$ cat config.mk
export PLATFORM = sky130hd
export DESIGN_NAME = serial_paralelo_rx
export DESIGN_NICKNAME = d
export VERILOG_FILES = /design/src/rtl/phy_pkg.sv /design/src/rtl/sp_shift_reg.sv /design/src/rtl/serial_paralelo_rx.sv
export SDC_FILE = /design/constraint.sdc
export NUM_CORES = 1
export LEC_CHECK = 0
export CAP_MARGIN = 0
export CORE_UTILIZATION = 50
export DETAILED_ROUTE_END_ITERATION = 8
export DONT_BUFFER_PORTS = 1
export PLACE_DENSITY = 0.65
export SYNTH_ARGS = -nofsm -noshare
export SYNTH_HDL_FRONTEND = slang
export SYNTH_SLANG_ARGS = --single-unit
$ cat constraint.sdc
create_clock -name clk_8f -period 2.15 [get_ports clk_8f]
set_input_delay 0.43 -clock clk_8f [delete_from_list [all_inputs] [get_ports clk_8f]]
set_output_delay 0.43 -clock clk_8f [all_outputs]
set_load 0.02 [all_outputs]
$ cat src/rtl/phy_pkg.sv
// Shared PHY definitions: the lane FSM state encoding and the comma/idle symbol.
// Used by both the serial-to-parallel receiver and the parallel-to-serial transmitter.
package phy_pkg;

    typedef enum logic [1:0] {
        SEARCH = 2'd0,
        SYNC   = 2'd1,
        ACTIVE = 2'd2
    } phy_state_t;

    localparam logic [7:0] PHY_COMMA = 8'hBC;

endpackage

$ cat src/rtl/sp_shift_reg.sv
// Serial input shifter and bit counter for the receive lane. It presents the byte
// formed by the incoming bit (nxt) and strobes byte_done on the eighth bit of a byte.
module sp_shift_reg (
    input  logic       clk_8f,
    input  logic       reset,
    input  logic       serial_in,
    input  logic       align,
    output logic [7:0] nxt,
    output logic       byte_done
);

    // nxt always takes the live bit as its LSB, so only the seven most recent
    // stored bits ever reach it; the oldest bit of the 8-bit window is never needed.
    logic [6:0] history;
    logic [2:0] bit_cnt;

    assign nxt       = {history, serial_in};
    assign byte_done = (bit_cnt == 3'd7);

    always_ff @(posedge clk_8f or negedge reset) begin
        if (!reset) begin
            history <= '0;
            bit_cnt <= '0;
        end else begin
            history <= nxt[6:0];
            bit_cnt <= align ? 3'd0 : bit_cnt + 3'd1;
        end
    end

endmodule

$ cat src/rtl/serial_paralelo_rx.sv
// Receive-side serial-to-parallel lane converter: comma hunt, lock after BC_LOCK commas,
// then byte delivery. Define SP_ERR_EN to add the registered err pulse on lock failure.
module serial_paralelo_rx
    import phy_pkg::*;
#(
    parameter logic [7:0] COMMA   = PHY_COMMA,
    parameter int         BC_LOCK = 4
) (
    input  logic       clk_8f,
    input  logic       reset,
    input  logic       serial_in,
    output logic [7:0] data_out,
    output logic       valid_out,
    output logic       active
`ifdef SP_ERR_EN
    ,
    output logic       err
`endif
);

    localparam logic [4:0] LOCK_TARGET = 5'(BC_LOCK);

    phy_state_t state, state_nxt;
    logic [3:0] comma_cnt, comma_cnt_nxt;
    logic [7:0] data_nxt;
    logic       valid_nxt;
    logic [7:0] nxt;
    logic       byte_done;
    logic       align;
    logic       is_comma;
`ifdef SP_ERR_EN
    logic       err_nxt;
`endif

    sp_shift_reg u_shift (
        .clk_8f    (clk_8f),
        .reset     (reset),
        .serial_in (serial_in),
        .align     (align),
        .nxt       (nxt),
        .byte_done (byte_done)
    );

    assign is_comma = (nxt == COMMA);
    assign active   = (state == ACTIVE);

    always_comb begin
        state_nxt     = state;
        comma_cnt_nxt = comma_cnt;
        data_nxt      = data_out;
        valid_nxt     = valid_out;
        align         = 1'b0;
`ifdef SP_ERR_EN
        err_nxt       = 1'b0;
`endif
        case (state)
            // Hunting is bit-by-bit: any comma window resets byte alignment to it.
            SEARCH: begin
                if (is_comma) begin
                    align         = 1'b1;
                    comma_cnt_nxt = 4'd1;
                    state_nxt     = (LOCK_TARGET == 5'd1) ? ACTIVE : SYNC;
                end
            end
            SYNC: begin
                if (byte_done) begin
                    if (is_comma) begin
                        if (comma_cnt != 4'hF)
                            comma_cnt_nxt = comma_cnt + 4'd1;
                        if (({1'b0, comma_cnt} + 5'd1) == LOCK_TARGET)
                            state_nxt = ACTIVE;
                    end else begin
                        comma_cnt_nxt = 4'd0;
                        state_nxt     = SEARCH;
`ifdef SP_ERR_EN
                        err_nxt       = 1'b1;
`endif
                    end
                end
            end
            ACTIVE: begin
                if (byte_done) begin
                    if (is_comma) begin
                        valid_nxt = 1'b0;
                    end else begin
                        data_nxt  = nxt;
                        valid_nxt = 1'b1;
                    end
                end
            end
            default: state_nxt = SEARCH;
        endcase
    end

    always_ff @(posedge clk_8f or negedge reset) begin
        if (!reset) begin
            state     <= SEARCH;
            comma_cnt <= '0;
            data_out  <= 8'h00;
            valid_out <= 1'b0;
`ifdef SP_ERR_EN
            err       <= 1'b0;
`endif
        end else begin
            state     <= state_nxt;
            comma_cnt <= comma_cnt_nxt;
            data_out  <= data_nxt;
            valid_out <= valid_nxt;
`ifdef SP_ERR_EN
            err       <= err_nxt;
`endif
        end
    end

endmodule

==> run summary <==
- **delay-heaviest family, CP** simple AND/OR/NAND/NOR gates
- **worst-skew pair later-pin latency** 0.32 ns
- **total clock sinks** 25
- **CP cell instances** nand4_1, or4_1, nand3_4, mux2_2
- **Iteration-0 DRC Markers** 17
- **most frequent cells in the layout** dfrtp_1, nand2_1, mux2_2
- **die boundary width** 48.1 µm
- **initial standard-cell utilization of the core** 53.5%
- **post-place instance area** 1090 µm²
- **Synth cell types** 28
- **Fmax** 0.542 GHz
- **most common library cell in the layout ignoring fill and taps** dfrtp_1
- **type of the worst min-delay path** in -> reg
- **# DRC** 0
- **beginning of the worst hold path** serial_in
- **buffers and inverters on the worst path** 0
- **power density over the cells** 867 nW/µm²
- **max capacitance violation total** 0
- **origin of the worst setup path** u_shift.history[2]$_DFF_PN0_
- **delay of the slowest cell on the worst path** 0.64 ns
- **standby leakage power** 0.521 nW
- **startpoint of the worst register-to-register path** u_shift.history[2]$_DFF_PN0_
- **register-to-register setup slack** 0.30 ns
- **startpoint type of the worst setup path** flop
- **clock tree skew after final layout** 0.0154 ns
- **unrepaired setup endpoints after global routing** false
- **share of power burned in the clock network** 21.2%
- **main area contributors after synthesis** dfrtp_1, mux2_2, ha_1
- **number of detailed-routing iterations run before antenna repair** 4
- **floorplan core area** 1980 µm²
- **kind of end point of the critical path** flop
- **post-route standard cell area excluding fillers** 1120 µm²
- **global-route wire length before repair** 2.74 mm
- **# IOs** 13
- **count of H-tree levels built during CTS** 1
- **proportion of power drawn by flip-flops and latches** 62.2%
- **met2 usage** 28.4%
- **Post-Synthesis Cells** 87
- **I/O Buffers** 0
- **cell area after synthesis** 1060 µm²
- **Final min period** 1.85 ns
- **hold path cells** 0
- **largest fanout on the critical path** 9
- **proportion of synthesized chip area in sequential cells** 59.0%
- **Hold EP** u_shift.history[0]$_DFF_PN0_
- **Synth Area in Simple Gates** 17.2%
- **final cycle utilization of the critical path** 85.9%
- **combinational share of power** 16.6%
- **overall routed net length** 1.78 mm
- **total negative slack** 0 ns
- **DIE AREA** 2310 µm²
- **met3 Track Usage GR** 5.66%
- **Row Count** 16
- **non-filler instance count after layout** 117
- **CTS tree** yes
- **average cell area after synthesis** 12.2 µm²
- **routed via count** 628
- **most area-hungry cell type in the Yosys netlist** dfrtp_1
- **maximum clock insertion buffer count** 2
- **number of filler instances in the final layout** 165
- **combinational family with the most area after synthesis** simple AND/OR/NAND/NOR gates
- **per-cell via count in the routed design** 5.37
- **busiest grt layer** met2
- **Pint** 0.686 mW
- **total area of multi-input combinational cells** 408 µm²
- **remaining global-route overflow** 0
- **detailed-placement wirelength estimate** 1.29 mm
- **Worst-path clk slew** 0.14 ns
- **worst endpoint required time** 2.36 ns
- **syn_nets** 93
- **cts bufs inserted** 3
- **maximum number of pins on one net before global-route repair** 26
- **number of failing hold endpoints at the final stage** 0
- **antenna violations before repair** 0
- **post-CTS setup buffers** 0
- **xor and xnor area share after synthesis** 0%
- **Synth Area in Adders** 3.54%
- **Sw Ratio** 29.5%
- **master cell of the clock root buffer** clkbuf_4
- **Yosys warnings** 0
- **number of global-route vias before repair** 577
- **final routed wire length divided by cell count** 15.2 µm
- **Reg2Reg Depth** 4
- **number of slew-limit violations in the final report** 0
- **total setup violations reported at the end of the flow** 0
- **signal arrival time at the worst endpoint** 2.05 ns
- **slowest stage cell, crit path** or4_1
- **share of post-route cells with drive strength above 1** 21.1%
- **number of register bits inferred by synthesis** 25
- **die span in y** 48.1 µm
- **aggregate global-route resource usage** 18.1%
- **synthesized-area fraction occupied by ao, oa, aoi and oai cells** 8.25%
- **status** completed
- **number of cells after detailed placement** 112
- **top-area cell type share of the netlist area** 59.0%
- **worst setup path category** reg -> reg
- **M1 GR Usage** 25.3%
- **mux cell area share after synthesis** 9.43%
- **Detail Route Antenna Nets** 0
- **Worst Max-Slew Pin Slew** 1.06 ns
- **Worst R2R End** data_out[5]$_DFFE_PN0P_
- **remaining max-slew budget at the tightest pin** 29.0%
- **Max VDD drop** 0.642 mV
- **register cell area after layout** 626 µm²
- **Routability Congestion** 0.897
- **P_sw** 0.288 mW
- **number of antenna cells inserted** 0
- **synthesis-to-finish area growth** 5.90%
- **Total Nets Final** 97
[registers in the layout, indices dropped and copies added, names as in the netlist]
name	count
comma_cnt	4
data_out	8
u_shift.history	7
state	2
valid_out	1
u_shift.bit_cnt	3
[worst max path at each step]
stage               slack [ns]  cells past startpoint                 endpoint
floorplan                 0.49                      4  data_out[0]$_DFFE_PN0P_
global placement          0.35                      4  data_out[2]$_DFFE_PN0P_
detailed placement        0.34                      4  data_out[5]$_DFFE_PN0P_
CTS                       0.31                      4  data_out[5]$_DFFE_PN0P_
global route              0.24                      4  data_out[1]$_DFFE_PN0P_
finish                    0.30                      4  data_out[5]$_DFFE_PN0P_
[synth_stat cells]
cell type and count:
nor2b_1 5, nand3_4 1, nor3_2 1, nor4_1 1, nor2_1 5, and3b_1 1
buf_2 1, nand4_1 2, o21ba_2 1, nor4b_1 1, o21ai_0 4, a211oi_1 2
ha_1 3, nand2b_1 2, and3_1 1, a31o_2 2, clkbuf_1 2, mux2_2 8
inv_1 1, buf_6 1, a21oi_1 2, dfrtp_1 25, nand3_1 1, or4_1 1
o22ai_1 1, nand2_1 10, mux2i_1 1, o2bb2ai_1 1
[power groups by stage]
stage	combinational, mW	clock, mW	sequential, mW
4_1_cts	0.162	0.214	0.605
5_1_grt	0.185	0.232	0.614
6_report	0.161	0.207	0.606
3_5_place_dp	0.148	0	0.614
2_1_floorplan	0.129	0	0.591
3_3_place_gp	0.146	0	0.611
[per-stage QoR]
step                setup WS, ns  total power [mW]  util [%]  hold WS, ns
detailed placement         0.337             0.762      54.8        0.135
finish                     0.304             0.974      56.7        0.118
global route               0.241              1.03      56.7       0.0995
global placement           0.355             0.757      54.8        0.135
floorplan                  0.487             0.720         -        0.134
CTS                        0.309             0.981      56.7        0.115
[layout make-up]
class                      instances  area share (%)
clock buffer                       3            2.00
clock inverter                     1           0.445
inverter                           1           0.334
multi-input combinational         57            36.3
sequential                        25            55.7
tap                               27            3.01
timing repair buffer               3            2.23
[layer usage]
| layer | share of wire, % | wire (µm) | vias to the layer above |
|---|---|---|---|
| met5 | 0 | 0 | - |
| met3 | 3.4 | 61 | 2 |
| met4 | 0.51 | 9 | 0 |
| met2 | 47 | 836 | 10 |
| met1 | 49 | 870 | 303 |
| li1 | - | - | 313 |
[cell families (layout without fill, tap and decap cells)]
kind of cell | after synthesis | after routing
buffers and inverters | 5 | 8
AOI/OAI and AO/OA | 13 | 13
and+or+nand+nor | 32 | 32
DFF | 25 | 25
adders and majority gates | 3 | 3
muxes | 9 | 9
[repair_timing]
| item | in CTS | in global routing |
|---|---|---|
| hold buffers | 1 | 0 |
| gates resized for setup | 0 | 0 |
| hold endpoints to repair | 25 | 0 |
Note: power is estimated with default switching activity, not from simulation.
